===== src/rtl/router_input_port.sv =====
// ---------------------------------------------------------------------------
// router_input_port
// Mesh-router input port with two single-entry virtual-channel buffers.
// Each cycle one VC faces the link (external, index = polarity) and the other
// faces the switch (internal). The internal VC is XY-routed: a one-hot output
// request is raised and the packet is presented with its hop count reduced.
//
// Ports
//   clk       in   1             clock, rising edge
//   reset     in   1             synchronous, active-high
//   polarity  out  1             current polarity (external VC index)
//   in_si     in   1             upstream send strobe
//   in_ri     out  1             external VC buffer empty (combinational)
//   in_di     in   PACKET_WIDTH  upstream packet
//   req       out  5             one-hot request {PE,W,E,S,N} (combinational)
//   gnt       in   1             switch grant for the current request
//   dout      out  PACKET_WIDTH  hop-adjusted packet, valid when req != 0
//   err       out  1             sticky wrong-VC arrival flag
//
// Packet layout: [63] vc, [62] dx (1 = west), [61] dy (1 = south),
// [55:48] hx, [47:40] hy, [31:0] payload. PACKET_WIDTH must be >= 64.
// ---------------------------------------------------------------------------
module router_input_port #(
    parameter int unsigned PACKET_WIDTH = 64,
    parameter int unsigned HOP_W        = 8
) (
    input  logic                    clk,
    input  logic                    reset,
    output logic                    polarity,
    input  logic                    in_si,
    output logic                    in_ri,
    input  logic [PACKET_WIDTH-1:0] in_di,
    output logic [4:0]              req,
    input  logic                    gnt,
    output logic [PACKET_WIDTH-1:0] dout,
    output logic                    err
);

    localparam int unsigned VC_BIT = 63;
    localparam int unsigned DX_BIT = 62;
    localparam int unsigned DY_BIT = 61;
    localparam int unsigned HX_LSB = 48;
    localparam int unsigned HY_LSB = 40;

    localparam logic [4:0] REQ_N  = 5'b00001;
    localparam logic [4:0] REQ_S  = 5'b00010;
    localparam logic [4:0] REQ_E  = 5'b00100;
    localparam logic [4:0] REQ_W  = 5'b01000;
    localparam logic [4:0] REQ_PE = 5'b10000;

    logic                    r_polarity;
    logic [1:0]              r_full;
    logic [PACKET_WIDTH-1:0] r_buf [2];
    logic                    r_err;

    logic                    w_ext;
    logic                    w_int;
    logic [PACKET_WIDTH-1:0] w_int_pkt;
    logic [HOP_W-1:0]        w_hx;
    logic [HOP_W-1:0]        w_hy;
    logic                    w_accept;
    logic                    w_vc_err;
    logic                    w_deq;

    // VC roles swap every cycle
    assign w_ext     = r_polarity;
    assign w_int     = ~r_polarity;
    assign w_int_pkt = r_buf[w_int];
    assign w_hx      = w_int_pkt[HX_LSB +: HOP_W];
    assign w_hy      = w_int_pkt[HY_LSB +: HOP_W];

    assign polarity = r_polarity;
    assign err      = r_err;
    assign in_ri    = ~r_full[w_ext];

    // A packet tagged for the wrong VC is dropped regardless of readiness
    assign w_vc_err = in_si & (in_di[VC_BIT] != w_ext);
    assign w_accept = in_si & in_ri & (in_di[VC_BIT] == w_ext);
    assign w_deq    = gnt & (req != 5'b00000);

    // XY route of the internal VC: X first, then Y, then eject
    always_comb begin
        req  = '0;
        dout = '0;
        if (r_full[w_int]) begin
            dout = w_int_pkt;
            if (w_hx != '0) begin
                req                   = w_int_pkt[DX_BIT] ? REQ_W : REQ_E;
                dout[HX_LSB +: HOP_W] = w_hx - HOP_W'(1);
            end else if (w_hy != '0) begin
                req                   = w_int_pkt[DY_BIT] ? REQ_S : REQ_N;
                dout[HY_LSB +: HOP_W] = w_hy - HOP_W'(1);
            end else begin
                req = REQ_PE;
            end
        end
    end

    // Accept and dequeue always target different buffers, so both may fire
    always_ff @(posedge clk) begin
        if (reset) begin
            r_polarity <= 1'b0;
            r_full     <= 2'b00;
            r_buf[0]   <= '0;
            r_buf[1]   <= '0;
            r_err      <= 1'b0;
        end else begin
            r_polarity <= ~r_polarity;
            if (w_accept) begin
                r_buf[w_ext]  <= in_di;
                r_full[w_ext] <= 1'b1;
            end
            if (w_deq) begin
                r_full[w_int] <= 1'b0;
            end
            if (w_vc_err) begin
                r_err <= 1'b1;
            end
        end
    end

endmodule


===== config.mk =====
export PLATFORM = sky130hd
export DESIGN_NAME = router_input_port
export DESIGN_NICKNAME = d
export VERILOG_FILES = /design/src/rtl/router_input_port.sv
export SDC_FILE = /design/constraint.sdc
export NUM_CORES = 1
export LEC_CHECK = 0
export ABC_AREA = 0
export CORE_ASPECT_RATIO = 1.4
export CORE_MARGIN = 4
export CORE_UTILIZATION = 35
export DETAILED_ROUTE_END_ITERATION = 7
export GPL_TIMING_DRIVEN = 0
export PLACE_DENSITY = 0.58
export SETUP_SLACK_MARGIN = 0.5
export SLEW_MARGIN = 15
export SYNTH_ARGS = -nofsm -noshare
export SYNTH_HDL_FRONTEND = slang
export SYNTH_SLANG_ARGS = --single-unit

===== constraint.sdc =====
create_clock -name clk -period 7.8 [get_ports clk]
set_input_delay 1.17 -clock clk [delete_from_list [all_inputs] [get_ports clk]]
set_output_delay 1.17 -clock clk [all_outputs]
set_load 0.02 [all_outputs]

==> impl_results.rst <==
.. list-table::
   :header-rows: 1

   * - Metric
     - Value
   * - Floorplan row count
     - 58
   * - Leak Pwr
     - 3.27 nW
   * - Number of unique standard cell types used by synthesis
     - 46
   * - Longest Clk Path Bufs
     - 2
   * - RR Startpoint
     - polarity
   * - Violation count after the first detailed-route iteration
     - 188
   * - CTS clock-pin slew for the worst setup and hold paths
     - 0.06 ns
   * - Critical path fanouts, max
     - 10
   * - Synth Area in XOR/XNOR
     - 1.50%
   * - Total DRC errors in the routed layout
     - 0
   * - Antenna violations before repair
     - 0
   * - Post_cts resized
     - 0
   * - Buffer cell driving the clock tree root
     - clkbuf_16
   * - Endpoint required time on the critical path
     - 6.63 ns
   * - Share of the clock period used by the worst path
     - 60.0%
   * - Global-route wire length before repair
     - 24300 um
   * - Cell Chain, Critical Path
     - buf_6, buf_12, buf_4, buf_6, mux2i_1, ha_1, nand3_1, o211ai_2, mux2_1, nor2_1, clkdlybuf4s50_1
   * - Total power divided by cell area
     - 212 nW/um^2
   * - Net count after synthesis
     - 574
   * - HP Class
     - reg2reg
   * - Nature of the critical path endpoint
     - output port
   * - Register cell area after layout
     - 3920 um^2
   * - Count of hold-fix buffers inserted at cts
     - 0
   * - Routed WL per cell
     - 17.0 um
   * - Clock insertion delay at the later pin of the skew report
     - 0.41 ns
   * - Dpl cell area
     - 8250 um^2
   * - Peak VDD IR
     - 0.000112 V
   * - Number of input and output port buffers inserted
     - 139
   * - Setup crit start
     - polarity
   * - Area overhead of the layout relative to synthesis
     - 37.7%
   * - Number of synthesized register bits
     - 132
   * - Reg-to-Reg End
     - r_buf[0][24]
   * - Clock tree from TritonCTS
     - done
   * - CTS Sinks
     - 132
   * - Vias in the first global route
     - 4617
   * - Mean instance size in the synthesized netlist
     - 12.8 um^2
   * - Number of synthesized flops with an enable pin
     - 128
   * - Worst-case reg-to-reg path depth
     - 9
   * - Fmax
     - 214 MHz
   * - Fraction of final layout cells sized beyond drive strength 1
     - 10.4%
   * - Number of buffer and inverter instances along the worst setup path
     - 5
   * - Simple-Gate Fraction of Synth Area
     - 20.4%
   * - Fin Clk Skew
     - 0.0135 ns
   * - Slowest cell on the critical path
     - clkdlybuf4s50_1
   * - Crit Path Category
     - reg2out
   * - Headroom to the max-slew limit
     - 54.2%
   * - First-pass DRT Iterations
     - 4
   * - Synthesized instance count
     - 504
   * - Worst path depth
     - 11
   * - Via density
     - 4.75
   * - Initial Utilization
     - 35.7%
   * - Share of the yosys chip area belonging to registers
     - 61.0%
   * - Area of the core
     - 18000 um^2
   * - Total CTS buffers
     - 17
   * - Y dimension of the die
     - 168 um
   * - Combined area of all synthesized cells
     - 6430 um^2
   * - Post-layout nets
     - 738
   * - Instance count after placement with tap cells included
     - 889
   * - Measured slew at the worst slew-check pin
     - 0.682 ns
   * - Number of buffers inserted by post-CTS setup repair
     - 0
   * - Aggregate routed wire length
     - 15700 um
   * - CP top delay family
     - buffers and inverters
   * - Synthesized-area fraction occupied by adder cells
     - 0.389%
   * - Post-route cell area
     - 8850 um^2
   * - Instance count along the most critical hold path
     - 2
   * - Main area contributors after synthesis
     - edfxtp_1 60%, and2_1 12%, mux2i_1 10%
   * - Final Critical Period
     - 4.68 ns
   * - Count of non-filler cells in the finished layout
     - 922
   * - Multi-input combinational cell area
     - 2340 um^2
   * - Total of max-cap violations
     - 0
   * - Final-report setup violation count
     - 0
   * - Max-slew violation count
     - 0
   * - Most frequent cell on the critical path
     - buf_6
   * - Die ar.
     - 20600 um^2
   * - Die boundary width
     - 123 um
   * - Last element of the critical path
     - dout[41]
   * - Sort of element at the start of the critical path
     - flop
   * - Fraction of post-synthesis cell area in the top cell type by area
     - 59.8%
   * - Ranking of synthesized cells by instance count
     - 128 x edfxtp_1, 126 x and2_1, 71 x nor2_1
   * - Run status
     - finished, final reports clean
   * - Mux share of post-synthesis cell area
     - 11.0%
   * - Slowest stage delay, CP
     - 0.61 ns
   * - Flop2flop setup slack
     - 5.14 ns
   * - Overall Global Routing Usage
     - 15.5%
   * - Remaining antenna violation count
     - 0
   * - RSZ-0062 raised after global routing
     - no
   * - Post-synthesis cell type with the largest combined area
     - edfxtp_1
   * - Total number of yosys warnings
     - 0
   * - Data arrival time of the critical path
     - 3.51 ns
   * - Placed wire-length estimate
     - 11600 um
   * - Fillers
     - 1677
   * - Number of placed I/O pins
     - 140
   * - Most common cell in the netlist
     - edfxtp_1
   * - Fraction of synthesis flops using an asynchronous set or reset pin
     - 0%
   * - Hold Violations, Final
     - 0
   * - Number of H-tree levels
     - 4
   * - Sum of overflow across all layers after global routing
     - 0
   * - Synthesized-area fraction occupied by ao, oa, aoi and oai cells
     - 2.76%
   * - Via count
     - 4380
   * - Routability cong.
     - 0.883
   * - Primary FF master, synth
     - edfxtp_1
   * - Pin count of the biggest net entering global routing
     - 45
   * - Dominant combinational cell family by area after synthesis
     - simple AND/OR/NAND/NOR gates
## placed cells by master, fill, tap and decap left out, types with 4 or more instances in the layout
cell type	netlist	final
clkbuf_16	0	17
nor3_1	7	7
nor2_1	71	71
inv_6	0	4
a21oi_1	7	7
clkbuf_1	11	13
nand2_1	7	6
buf_8	0	5
xnor2_1	6	6
dfxtp_1	4	4
inv_1	4	4
buf_2	7	7
and2_1	126	126
and3_1	4	4
edfxtp_1	128	128
mux2_2	4	4
buf_4	7	7
mux2i_1	65	65
clkdlybuf4s50_1	0	139
xor2_1	5	5
## worst register-to-register path: cells and delay by family, from the launching register on
| family | cells | cell delay [ns] |
|---|---|---|
| buffers and inverters | 8 | 1.50 |
| AOI/OAI and AO/OA | 1 | 0.54 |
| DFF | 1 | 0.32 |
## registers in the layout, indices dropped and copies added, names as in the netlist
signal,cells
polarity,1
r_buf,128
err,1
r_full,2
## layer usage
metal / wire, um / global-route usage (%)
met3: 765 / 3.43
met4: 165 / 4.97
met5: 0 / 0
met2: 8520 / 28.3
met1: 6260 / 17.7
## per-stage QoR
step	setup slack [ns]	hold WS [ns]	setup TNS [ns]	util [%]	total power [mW]
after CTS	3.07	0.490	0	49.2	1.89
final	3.12	0.488	0	49.2	1.88
after global placement	-2.44	0.480	-155.91	45.1	1.07
after global routing	2.91	0.549	0	49.2	1.94
after detailed placement	3.53	0.475	0	45.8	1.08
after floorplan	1.10	0.556	0	-	0.973
## kinds of logic (layout without fill, tap and decap cells)
group / count (synthesis) / after routing
AOI/OAI and AO/OA: 21 / 21
xor gates and xnor gates: 11 / 11
adders and majority gates: 2 / 2
buffers and inverters: 32 / 209
DFF: 132 / 132
muxes: 70 / 70
other: 1 / 2
and+or+nand+nor: 235 / 235
## final cells by class
type / count / share of cell area, %
Clock buffer: 19 / 4.89
Antenna cell: 1 / 0.0283
Inverter: 4 / 0.170
Clock inverter: 13 / 1.96
Buffer: 28 / 1.94
Timing Repair Buffer: 145 / 16.9
Tap cell: 240 / 3.39
Sequential cell: 132 / 44.3
Multi-Input combinational cell: 340 / 26.4
## worst min path at each step
stage / end / start / slack (ns)
final: err / err / 0.49
after global routing: err / err / 0.55
after CTS: err / err / 0.49
after detailed placement: err / err / 0.48
after global placement: err / err / 0.48
after floorplan: r_full[1] / r_full[1] / 0.56
## where the power goes
group	internal [mW]	total [mW]	switching (mW)
combinational	0.107	0.224	0.117
clock	0.508	0.815	0.306
sequential	0.821	0.836	0.0149
total	1.44	1.88	0.438
Note: power is estimated with default switching activity, not from simulation.
